[config.mk]
export PLATFORM = sky130hd
export DESIGN_NAME = loadable_down_counter_dec_60
export DESIGN_NICKNAME = d
export VERILOG_FILES = /design/src/rtl/loadable_down_counter_dec_60_pkg.sv /design/src/rtl/loadable_down_counter_dec_60_bcd_down_digit.sv /design/src/rtl/loadable_down_counter_dec_60.sv
export SDC_FILE = /design/constraint.sdc
export NUM_CORES = 1
export LEC_CHECK = 0
export BUFFER_PORTS_ARGS = -buffer_cell sky130_fd_sc_hd__buf_2
export CAP_MARGIN = 15
export CELL_PAD_IN_SITES_DETAIL_PLACEMENT = 1
export CELL_PAD_IN_SITES_GLOBAL_PLACEMENT = 1
export CORE_MARGIN = 4
export CORE_UTILIZATION = 34
export DETAILED_ROUTE_END_ITERATION = 16
export PLACE_DENSITY = 0.8
export REMOVE_ABC_BUFFERS = 1
export SLEW_MARGIN = 10
export SYNTH_ARGS = -nofsm -noshare
export SYNTH_HDL_FRONTEND = slang
export SYNTH_HIERARCHICAL = 1
export SYNTH_SLANG_ARGS = --single-unit
[constraint.sdc]
create_clock -name clk -period 2.6 [get_ports clk]
set_clock_uncertainty 0.05 [all_clocks]
set_input_delay 0.52 -clock clk [delete_from_list [all_inputs] [get_ports clk]]
set_output_delay 0.52 -clock clk [all_outputs]
set_load 0.01 [all_outputs]
[src/rtl/loadable_down_counter_dec_60_pkg.sv]
// Shared constants and helpers for the two-digit BCD modulo-60 down counter.
// Digit limits live here so the top and the digit cells agree on widths.
package loadable_down_counter_dec_60_pkg;

  localparam int unsigned DIGIT_W = 4;

  typedef logic [DIGIT_W-1:0] bcd_digit_t;

  localparam bcd_digit_t ONES_MAX_DEF = 4'd9;
  localparam bcd_digit_t TENS_MAX_DEF = 4'd5;

  // Saturate a user preset so an out-of-range digit can never enter the counter.
  function automatic bcd_digit_t clamp_digit(input bcd_digit_t val, input bcd_digit_t max_val);
    clamp_digit = (val > max_val) ? max_val : val;
  endfunction

endpackage

[src/rtl/loadable_down_counter_dec_60_bcd_down_digit.sv]
// One loadable BCD down-counting digit that wraps from 0 to max_val.
// borrow flags that this digit is at 0 and is being decremented this cycle.
module bcd_down_digit
  import loadable_down_counter_dec_60_pkg::*;
(
  input  logic               clk,
  input  logic               reset_p,
  input  logic               load,
  input  logic [DIGIT_W-1:0] load_val,
  input  logic               dec_en,
  input  logic [DIGIT_W-1:0] max_val,
  output logic [DIGIT_W-1:0] digit,
  output logic               borrow
);

  logic [DIGIT_W-1:0] digit_d;
  logic [DIGIT_W-1:0] digit_q;

  always_comb begin
    digit_d = digit_q;
    if (load) begin
      digit_d = load_val;
    end else if (dec_en) begin
      digit_d = (digit_q == '0) ? max_val : digit_q - 1'b1;
    end
  end

  always_ff @(posedge clk) begin
    if (reset_p) begin
      digit_q <= '0;
    end else begin
      digit_q <= digit_d;
    end
  end

  assign digit  = digit_q;
  assign borrow = dec_en & (digit_q == '0);

endmodule

[src/rtl/loadable_down_counter_dec_60.sv]
// Two-digit BCD modulo-60 down counter with clamped preset and a one-cycle
// borrow pulse (dec_clk) on every 00 -> 59 wrap.
module loadable_down_counter_dec_60
  import loadable_down_counter_dec_60_pkg::*;
#(
  parameter logic [DIGIT_W-1:0] ONES_MAX = ONES_MAX_DEF,
  parameter logic [DIGIT_W-1:0] TENS_MAX = TENS_MAX_DEF
) (
  input  logic               clk,
  input  logic               reset_p,
  input  logic               clk_time,
  input  logic               load_enable,
  input  logic [DIGIT_W-1:0] set_value1,
  input  logic [DIGIT_W-1:0] set_value10,
  output logic [DIGIT_W-1:0] dec1,
  output logic [DIGIT_W-1:0] dec10,
  output logic               dec_clk
);

  logic [DIGIT_W-1:0] ones_load_val;
  logic [DIGIT_W-1:0] tens_load_val;
  logic               ones_dec_en;
  logic               ones_borrow;
  logic               tens_borrow;
  logic               dec_clk_d;
  logic               dec_clk_q;

  always_comb begin
    ones_load_val = clamp_digit(set_value1, ONES_MAX);
    tens_load_val = clamp_digit(set_value10, TENS_MAX);
  end

  // Load wins over a coincident tick, so the tick is masked before it reaches
  // the digit chain; that also keeps dec_clk low on a load cycle.
  assign ones_dec_en = clk_time & ~load_enable;

  bcd_down_digit u_ones (
    .clk      (clk),
    .reset_p  (reset_p),
    .load     (load_enable),
    .load_val (ones_load_val),
    .dec_en   (ones_dec_en),
    .max_val  (ONES_MAX),
    .digit    (dec1),
    .borrow   (ones_borrow)
  );

  bcd_down_digit u_tens (
    .clk      (clk),
    .reset_p  (reset_p),
    .load     (load_enable),
    .load_val (tens_load_val),
    .dec_en   (ones_borrow),
    .max_val  (TENS_MAX),
    .digit    (dec10),
    .borrow   (tens_borrow)
  );

  always_comb begin
    dec_clk_d = tens_borrow;
  end

  always_ff @(posedge clk) begin
    if (reset_p) begin
      dec_clk_q <= 1'b0;
    end else begin
      dec_clk_q <= dec_clk_d;
    end
  end

  assign dec_clk = dec_clk_q;

endmodule

==> results of run 1 <==
==> worst max-delay path by stage <==
stage          cells after the start                            to  slack [ns]                          from
6_report                           8  u_tens/digit[2]$_SDFFE_PP0P_        0.69  u_ones/digit[0]$_SDFFE_PP0P_
5_1_grt                            8  u_tens/digit[2]$_SDFFE_PP0P_        0.50  u_ones/digit[0]$_SDFFE_PP0P_
4_1_cts                            8  u_tens/digit[2]$_SDFFE_PP0P_        0.67  u_ones/digit[0]$_SDFFE_PP0P_
3_5_place_dp                       8  u_tens/digit[2]$_SDFFE_PP0P_        0.46                   load_enable
3_3_place_gp                       8  u_tens/digit[2]$_SDFFE_PP0P_        0.49                   load_enable
2_1_floorplan                      6  u_tens/digit[3]$_SDFFE_PP0P_        0.56                      clk_time
==> kinds of logic (layout without fill, tap and decap cells) <==
| family | count (synthesis) | after routing | share of synthesized area |
|---|---|---|---|
| AND/OR/NAND/NOR | 31 | 31 | 0.277 |
| buffers and inverters | 14 | 37 | 0.0812 |
| multiplexers | 2 | 2 | 0.0309 |
| flip-flops | 9 | 9 | 0.279 |
| other | 2 | 9 | 0.0116 |
| adder cells (fa/ha/maj) | 2 | 2 | 0.0387 |
| AO/OA/AOI/OAI | 22 | 22 | 0.282 |
==> metal layers <==
metal / vias up / wire length, um
met4: 0 / 23
met5: - / 0
met2: 14 / 889
met3: 4 / 88
met1: 314 / 807
li1: 345 / -
==> worst register-to-register path: cells and delay by family (launching register included) <==
| kind | cells | cell delay (ns) |
|---|---|---|
| flops | 1 | 0.35 |
| simple gates | 4 | 0.70 |
| buf+inv | 2 | 0.26 |
| fa+ha+maj | 1 | 0.22 |
| compound gates | 1 | 0.24 |
==> layout make-up <==
type                    count  share of cell area
flip-flops and latches      9               0.216
repair buffers             22               0.138
clock buffers               4              0.0315
inverters                  11              0.0495
well taps                  25              0.0375
multi-input cells          66               0.528
==> synth_stat cells (all sizes together) <==
cell	count
or3	6
a211o	1
clkbuf	1
o21ai	1
o31a	2
dfxtp	9
mux2i	2
a221oi	2
a311oi	4
nor2b	6
nor3	2
a2111oi	2
nor3b	2
inv	11
nand2b	1
o21a	2
ha	2
a21oi	6
nor2	5
conb	2
buf	2
o41a	2
nand2	6
or2	1
nand3	2
==> state kept, by name, summed over array words and instances, names as in the netlist <==
register and count:
u_ones/digit 4, u_tens/digit 4, dec_clk 1
==> power groups by stage <==
| stage | clock [mW] | sequential [mW] | combinational [mW] |
|---|---|---|---|
| after floorplan | 0 | 0.168 | 0.0583 |
| after global placement | 0 | 0.166 | 0.0989 |
| after detailed placement | 0 | 0.167 | 0.101 |
| after CTS | 0.120 | 0.164 | 0.102 |
| after global routing | 0.127 | 0.166 | 0.115 |
| final | 0.116 | 0.164 | 0.102 |
==> stage by stage <==
| stage | hold slack (ns) | power (mW) |
|---|---|---|
| detailed placement | 0.564 | 0.268 |
| CTS | 0.479 | 0.387 |
| floorplan | 0.542 | 0.226 |
| global placement | 0.545 | 0.265 |
| finish | 0.483 | 0.382 |
| global route | 0.497 | 0.407 |
==> results.yml, run 1 <==
place:
  finalWeightedCongestion: 0.773
  dp_hpwl_um: 1380
  place.port_buffers: 20
  placed_cells: 133
  place_area_sq_um: 808
  place_ws_ns: 0.458
layout:
  antenna_cells: 0
  syn2layout_area_growth_pct: 29.0
  layout_commonest_cell: "buf_2"
  fin_nets: 127
  n_fill_cell: 247
  finish.instance_area_sq_um: 835
  ff_latch_area_sq_um: 180
  final_cell_mix: "20 x buf_2, 11 x inv_1, 9 x dfxtp_1, 9 x conb_1"
  stdcell_count: 137
  final_core_utilization: 0.473
  multi_input_comb_area_sq_um: 440
  layout-drive-gt1-share: 0.286
cts:
  cts.clk_slew.worst_paths_ns: 0.07
  cts_num_sinks: 9
  max-clock-path-buffers: 2
  cts_tree: "done"
  cts_hold_repair.buffers: 0
  cts_made_buffers: 3
  ctsResizeCount: 0
  clock-root-buffer: "clkbuf_4"
  cts_setup_buffers: 0
  insertion_delay_to_the_later_sink_of_the_worst_skew_pair_ns: 0.27
  cts_htree_levels: 1
drt:
  drc: 0
  routed-via-count: 677
  drt_iter0_markers: 4
  firstDrtPassIters: 4
  drt.antenna.violating_nets: 0
  avgViaCountPerCell: 4.94
  routed_wirelength_um: 1810
  route.detailed.wl_per_inst_um: 13.2
setup_path:
  path_buf_inv: 2
  cp_data_required_time_ns: 2.72
  worstPathMaxFanout: 5
  setup.worst_path.start_class: "register"
  setup.worst_path.class: "register to register"
  crit_top_cell: "nand2_1"
  family_of_cells_with_the_greatest_summed_delay_on_the_critical_path: "simple AND/OR/NAND/NOR gates"
  crit-reg2reg-capture: "u_tens/digit[2]$_SDFFE_PP0P_"
  timing.critical_path.arrival_ns: 2.04
  end_kind: "register"
  worstReg2RegStart: "u_ones/digit[0]$_SDFFE_PP0P_"
  worst-r2r-setup-slack_ns: 0.69
  r2r_worst_path_depth: 8
  crit_path_top_delay_cell: "or3_1"
  cpPeakStageDelay_ns: 0.36
  crit_chain: "inv_1 > ha_1 > nand2_1 > nor3_1 > buf_4 > nand2_1 > or3_1 > a221oi_1"
sta:
  postLayoutSetupSlackWorst_ns: 0.688
  timing_max_transition_violations_final: 0
  post-route-period-util: 0.736
  timing.final.crit_period_ns: 1.91
  finalSetupViolations: 0
  max_freq_ghz: 0.523
  unrepaired_setup_endpoints_after_global_routing: "no"
  final_hold_viol_count: 0
  setup-tns-final_ns: 0
grt:
  grt_pass1_vias: 674
  gr-usage-met1: 0.189
  top_usage_layer: "met2"
  grt_start_max_net_pins: 18
  grt_antenna_before_repair: 0
  globalRouteTotalUtil: 0.156
  grt.overflow.total: 0
  gr-usage-met3: 0.0573
  global_route.usage.met2: 0.254
  grt_pass1_wl_um: 3080
pwr:
  cellLeakagePower_nw: 0.374
  seqPwrFrac: 0.428
  net-switching-power_uw: 126
  peakVddDrop_mv: 0.251
  internal_power_uw: 255
  comb_power_share: 0.268
  netSwitchingFraction: 0.331
  power.share.clock: 0.304
  cellPowerDensity_nw_per_um2: 458
floorplanning:
  rows: 15
  design.die.area_sq_um: 2660
  design.portCount: 21
  floorplan.die.width_um: 51.6
  initial_core_util: 0.367
  die_h_um: 51.6
  core-area_sq_um: 1760
logic_synthesis:
  synth.ff_latch_count: 9
  area_share_of_the_largest_cell_type_after_synthesis: 0.279
  synthesis.yosys.warnings: 6
  synthesis.instances: 82
  post_synthesis_sequential_area_ratio: 0.279
  synth_area_leader_cell: "dfxtp_1"
  avgSynthCellArea_sq_um: 7.89
  synth_cell_types: 26
  cell_area_synth_sq_um: 647
  synthTopCellsByArea: "dfxtp_1 28%, inv_1 6.4%, nor2b_1 5.8%, or3_1 5.8%, a311oi_1 5.4%"
run_status:
  status: "finished, final reports clean"
run:
  max_cap_violations: 0
worst_hold_path:
  min_path_type: "primary input to register"
  hold_path.startpoint: "reset_p"
  whs_endpoint: "u_ones/digit[0]$_SDFFE_PP0P_"
  worst_hold_path.num_cells: 2
No activity file was read; power rests on OpenSTA's default activity.
==> inputs of run 2 (changes only) <==
clock period = 1.8 ns   (was 2.6 ns; I/O delays follow)
==> results.yml, run 2 (same netlist as run 1, synthesis figures left out) <==
drt:
  routed-via-count: 714
  route.detailed.wl_per_inst_um: 14.1
  drt_iter0_markers: 9
  routed_wirelength_um: 2050
  avgViaCountPerCell: 4.92
  drt.antenna.violating_nets: 0
  firstDrtPassIters: 4
  drc: 0
sta:
  finalSetupViolations: 0
  final_hold_viol_count: 0
  timing_max_transition_violations_final: 0
  post-route-period-util: 0.950
  max_freq_ghz: 0.585
  unrepaired_setup_endpoints_after_global_routing: "yes"
  timing.final.crit_period_ns: 1.71
setup_path:
  timing.critical_path.arrival_ns: 1.88
  worstReg2RegStart: "u_tens/digit[1]$_SDFFE_PP0P_"
  end_kind: "register"
  cpPeakStageDelay_ns: 0.41
  startpoint: "u_tens/digit[1]$_SDFFE_PP0P_"
  cp_data_required_time_ns: 1.96
  worstPathMaxFanout: 5
  setup.worst_path.class: "register to register"
  crit_cells: 5
  crit_path_top_delay_cell: "a2111oi_2"
  crit_chain: "inv_1 > ha_1 > or3_1 > a2111oi_2 > o31a_1"
  setup.worst_path.start_class: "register"
  path_buf_inv: 1
  r2r_worst_path_depth: 5
  family_of_cells_with_the_greatest_summed_delay_on_the_critical_path: "compound AO/OA/AOI/OAI gates"
place:
  dp_hpwl_um: 1510
  place.port_buffers: 20
  finalWeightedCongestion: 0.785
layout:
  fin_nets: 135
  final_core_utilization: 0.528
  layout-drive-gt1-share: 0.400
  antenna_cells: 0
  syn2layout_area_growth_pct: 43.9
  final_cell_mix: "20 x buf_2, 10 x buf_4, 9 x inv_1, 9 x conb_1, 8 x dfxtp_1"
  layout_commonest_cell: "buf_2"
pwr:
  power.share.clock: 0.283
  seqPwrFrac: 0.397
  net-switching-power_uw: 196
  netSwitchingFraction: 0.334
  comb_power_share: 0.320
  internal_power_uw: 391
  peakVddDrop_mv: 0.277
  cellPowerDensity_nw_per_um2: 630
  cellLeakagePower_nw: 0.417
  total_power_uw: 587
grt:
  grt_pass1_vias: 706
  grt_antenna_before_repair: 0
  globalRouteTotalUtil: 0.178
  grt.overflow.total: 0
  grt_start_max_net_pins: 17
  grt_pass1_wl_um: 3510
cts:
  cts.clk_slew.worst_paths_ns: 0.07
  insertion_delay_to_the_later_sink_of_the_worst_skew_pair_ns: 0.26
  max-clock-path-buffers: 2
  clock-root-buffer: "clkbuf_4"
  cts_num_sinks: 9
  cts_made_buffers: 3
  cts_htree_levels: 1
  cts_tree: "done"
floorplanning:
  initial_core_util: 0.367
  floorplan.die.width_um: 51.6
  design.portCount: 21
  core-area_sq_um: 1760
  die_h_um: 51.6
  rows: 15
  design.die.area_sq_um: 2660
worst_hold_path:
  worst_hold_path.num_cells: 2
  min_path_type: "primary input to register"
  hold_path.startpoint: "reset_p"
run_status:
  status: "finished, final reports clean"
run:
  max_cap_violations: 0
## run 2: cell types whose count changed in the layout (fill, tap and decap cells not counted), sizes merged
cell	before	now
buf	22	30
## run 2: what timing repair did
action / in CTS / in global routing
setup buffers: 0 / 0
hold buffers: 0 / 0
gates resized for setup: 6 / 4
endpoints found under the setup margin: 4 / 4
pin swaps: 2 / 1
cloned: 0 / 0
## run 2: stage by stage
step                TNS [ns]  hold slack (ns)  worst slack (ns)  instance area (sq um)  cells
global route        -0.00298            0.353          -0.00298                    931    145
global placement     -0.0260            0.557           -0.0129                    868    141
detailed placement    -0.231            0.561           -0.0808                    868    141
CTS                        0            0.334           0.00935                    921    145
floorplan             -0.194            0.382           -0.0824                    662     86
finish                     0            0.344            0.0893                    931    145
## run 2: path summary, 6_finish.rpt
path	end	slack [ns]
setup / recovery	u_tens/digit[3]$_SDFFE_PP0P_	0.09
hold reg to reg	u_tens/digit[1]$_SDFFE_PP0P_	0.59
hold / removal	u_tens/digit[2]$_SDFFE_PP0P_	0.34
setup reg to reg	u_tens/digit[3]$_SDFFE_PP0P_	0.09
## run 2: layer usage
| metal | GRT usage | part of all wire | vias up |
|---|---|---|---|
| met5 | 0 | 0 | - |
| met4 | 0.0786 | 0.0078 | 0 |
| met1 | 0.225 | 0.46 | 340 |
| li1 | - | - | 359 |
| met3 | 0.0287 | 0.033 | 2 |
| met2 | 0.297 | 0.49 | 13 |
## run 2: layout make-up
| class | count | area [sq um] |
|---|---|---|
| clock buffers | 4 | 26.3 |
| inverters | 11 | 41.3 |
| multi-input cells | 66 | 475 |
| fillers | 242 | 833 |
| well taps | 25 | 31.3 |
| flip-flops and latches | 9 | 181 |
| repair buffers | 30 | 175 |
## run 2: worst reg2reg max path, delay by kind of cell (launching register included)
kind | cells | cell delay, ns
DFF | 1 | 0.37
adders and majority gates | 1 | 0.23
buffers and inverters | 1 | 0.07
AOI/OAI and AO/OA | 2 | 0.58
and+or+nand+nor | 1 | 0.35
## run 2: power groups by stage
stage          registers [mW]  logic, mW  clock network, mW
5_1_grt                 0.235      0.211              0.184
6_report                0.233      0.187              0.166
4_1_cts                 0.232      0.181              0.176
2_1_floorplan           0.243     0.0842                  0
3_3_place_gp            0.233      0.166                  0
3_5_place_dp            0.235      0.171                  0
==> inputs of run 3 (changes only) <==
--- a/config.mk
+++ b/config.mk
@@ -6,4 +6,5 @@
 export NUM_CORES = 1
 export LEC_CHECK = 0
+export ABC_AREA = 1
 export BUFFER_PORTS_ARGS = -buffer_cell sky130_fd_sc_hd__buf_2
 export CAP_MARGIN = 15
@@ -11,7 +12,7 @@
 export CELL_PAD_IN_SITES_GLOBAL_PLACEMENT = 1
 export CORE_MARGIN = 4
-export CORE_UTILIZATION = 34
+export CORE_UTILIZATION = 32
 export DETAILED_ROUTE_END_ITERATION = 16
-export PLACE_DENSITY = 0.8
+export PLACE_DENSITY = 0.79
 export REMOVE_ABC_BUFFERS = 1
 export SLEW_MARGIN = 10
--- a/constraint.sdc
+++ b/constraint.sdc
@@ -3,3 +3,3 @@
 set_input_delay 0.36 -clock clk [delete_from_list [all_inputs] [get_ports clk]]
 set_output_delay 0.36 -clock clk [all_outputs]
-set_load 0.01 [all_outputs]
+set_load 0.05 [all_outputs]
==> results.yml, run 3 <==
run_status:
  status: "finished, final reports clean"
setup_path:
  setup.worst_path.class: "register to register"
  r2r_worst_path_depth: 8
  end_kind: "register"
  cp_data_required_time_ns: 1.91
  cpPeakStageDelay_ns: 0.37
  worst-r2r-setup-slack_ns: 0.21
  crit_top_cell: "o21bai_1"
  setup.worst_path.start_class: "register"
  crit-reg2reg-capture: "u_tens/digit[3]$_SDFFE_PP0P_"
  crit_path_top_delay_cell: "dfxtp_1"
  worstPathMaxFanout: 5
  timing.critical_path.arrival_ns: 1.70
  crit_chain: "inv_1 > ha_1 > nand2_1 > nor2_1 > nor2_2 > o21bai_1 > o21bai_1 > a21oi_2"
  worstReg2RegStart: "u_ones/digit[0]$_SDFFE_PP0P_"
drt:
  firstDrtPassIters: 4
  avgViaCountPerCell: 4.65
  routed-via-count: 762
  route.detailed.wl_per_inst_um: 11.7
  drt.antenna.violating_nets: 0
  routed_wirelength_um: 1920
  drt_iter0_markers: 9
  drc: 0
layout:
  final_cell_mix: "23 x nand2_1, 20 x buf_2, 17 x nor2_1"
  layout_commonest_cell: "nand2_1"
  antenna_cells: 0
  syn2layout_area_growth_pct: 30.2
  stdcell_count: 164
  layout-drive-gt1-share: 0.219
  fin_nets: 152
  final_core_utilization: 0.434
cts:
  cts_hold_repair.buffers: 0
  cts_num_sinks: 9
  cts_tree: "done"
  max-clock-path-buffers: 2
  cts_htree_levels: 1
  clock-root-buffer: "clkbuf_4"
  cts_made_buffers: 3
  cts.clk_slew.worst_paths_ns: 0.07
  insertion_delay_to_the_later_sink_of_the_worst_skew_pair_ns: 0.27
  ctsResizeCount: 0
  cts_setup_buffers: 0
run:
  max_cap_violations: 0
floorplanning:
  initial_core_util: 0.334
  design.portCount: 21
  rows: 16
  die_h_um: 53.2
  floorplan.die.width_um: 53.2
  design.die.area_sq_um: 2830
  core-area_sq_um: 1960
sta:
  finalSetupViolations: 0
  finalHoldWorstSlack_ns: 0.327
  unrepaired_setup_endpoints_after_global_routing: "no"
  setup-tns-final_ns: 0
  final_hold_viol_count: 0
  post-route-period-util: 0.881
  max_freq_ghz: 0.631
  timing.final.crit_period_ns: 1.59
  timing_max_transition_violations_final: 0
grt:
  grt_antenna_before_repair: 0
  grt.overflow.total: 0
  grt_start_max_net_pins: 13
  globalRouteTotalUtil: 0.160
  grt_pass1_vias: 766
  grt_pass1_wl_um: 3250
place:
  finalWeightedCongestion: 0.789
  placed_cells: 160
  dp_hpwl_um: 1570
  place.port_buffers: 20
logic_synthesis:
  synthesis.instances: 105
  synthesis.yosys.warnings: 6
  synthTopCellsByArea: "dfxtp_1 28%, nand2_1 13%, nor2_1 9.8%, inv_1 9.2%, a22oi_1 6.9%"
  yosys_most_used_dff: "dfxtp_1"
  avgSynthCellArea_sq_um: 6.23
  area_share_of_the_largest_cell_type_after_synthesis: 0.275
  synth_cell_types: 17
  synth_top_cells_by_count: "23 x nand2_1, 17 x nor2_1, 16 x inv_1"
  synthMostInstantiatedCell: "nand2_1"
  cell_area_synth_sq_um: 654
  synth_area_leader_cell: "dfxtp_1"
  synth_edf_count: 0
  synth.ff_latch_count: 9
  post_synthesis_sequential_area_ratio: 0.275
  asyncSetResetFlopFracSynth: 0
pwr:
  cellLeakagePower_nw: 0.442
  peakVddDrop_mv: 0.273
  cellPowerDensity_nw_per_um2: 726
  total_power_uw: 619
worst_hold_path:
  worst_hold_path.num_cells: 2
  min_path_type: "primary input to register"
  whs_endpoint: "u_ones/digit[3]$_SDFFE_PP0P_"
  hold_path.startpoint: "reset_p"
[run 3: logic make-up after synthesis]
group	synth area share
buffers and inverters	0.0975
adders and majority gates	0.0382
AOI/OAI and AO/OA	0.268
and+or+nand+nor	0.310
other	0.0115
DFF	0.275
[run 3: worst max path at each step]
| stage | from | to | slack, ns | depth (start not counted) |
|---|---|---|---|---|
| CTS | u_ones/digit[0]$_SDFFE_PP0P_ | u_tens/digit[3]$_SDFFE_PP0P_ | 0.20 | 8 |
| finish | u_ones/digit[0]$_SDFFE_PP0P_ | u_tens/digit[3]$_SDFFE_PP0P_ | 0.21 | 8 |
| global route | u_ones/digit[0]$_SDFFE_PP0P_ | u_tens/digit[0]$_SDFFE_PP0P_ | 0.07 | 8 |
| floorplan | u_ones/digit[0]$_SDFFE_PP0P_ | u_tens/digit[3]$_SDFFE_PP0P_ | -0.04 | 8 |
| detailed placement | u_ones/digit[0]$_SDFFE_PP0P_ | u_tens/digit[3]$_SDFFE_PP0P_ | 0.21 | 8 |
| global placement | load_enable | u_tens/digit[3]$_SDFFE_PP0P_ | 0.28 | 8 |
[run 3: layout make-up]
type / count / area (sq um)
fillers: 289 / 1110
multi-input cells: 86 / 437
flip-flops and latches: 9 / 180
repair buffers: 22 / 115
inverters: 16 / 60.1
well taps: 27 / 33.8
clock buffers: 4 / 26.3
[run 3: metal layers]
layer / track usage / routed length (um) / vias to the layer above
li1: - / - / 394
met1: 0.181 / 812 / 347
met2: 0.276 / 957 / 19
met3: 0.0423 / 122 / 2
met4: 0.0766 / 25 / 0
met5: 0 / 0 / -
[run 3: per-stage QoR]
stage	setup slack, ns	instance area, sq um
finish	0.214	852
global route	0.0730	852
CTS	0.202	852
detailed placement	0.214	826
global placement	0.278	826
floorplan	-0.0444	677
[run 3: worst max-delay path, delay by kind of cell, from the launching register on]
family                   cells  cell delay [ns]
AND/OR/NAND/NOR              3             0.39
flip-flops                   1             0.37
AO/OA/AOI/OAI                3             0.35
adder cells (fa/ha/maj)      1             0.24
buffers and inverters        1             0.08
[run 3: power breakdown]
group	switching [mW]	internal, mW
Sequential	0.0174	0.213
Clock	0.0846	0.0858
Combinational	0.145	0.0731
Total	0.247	0.372
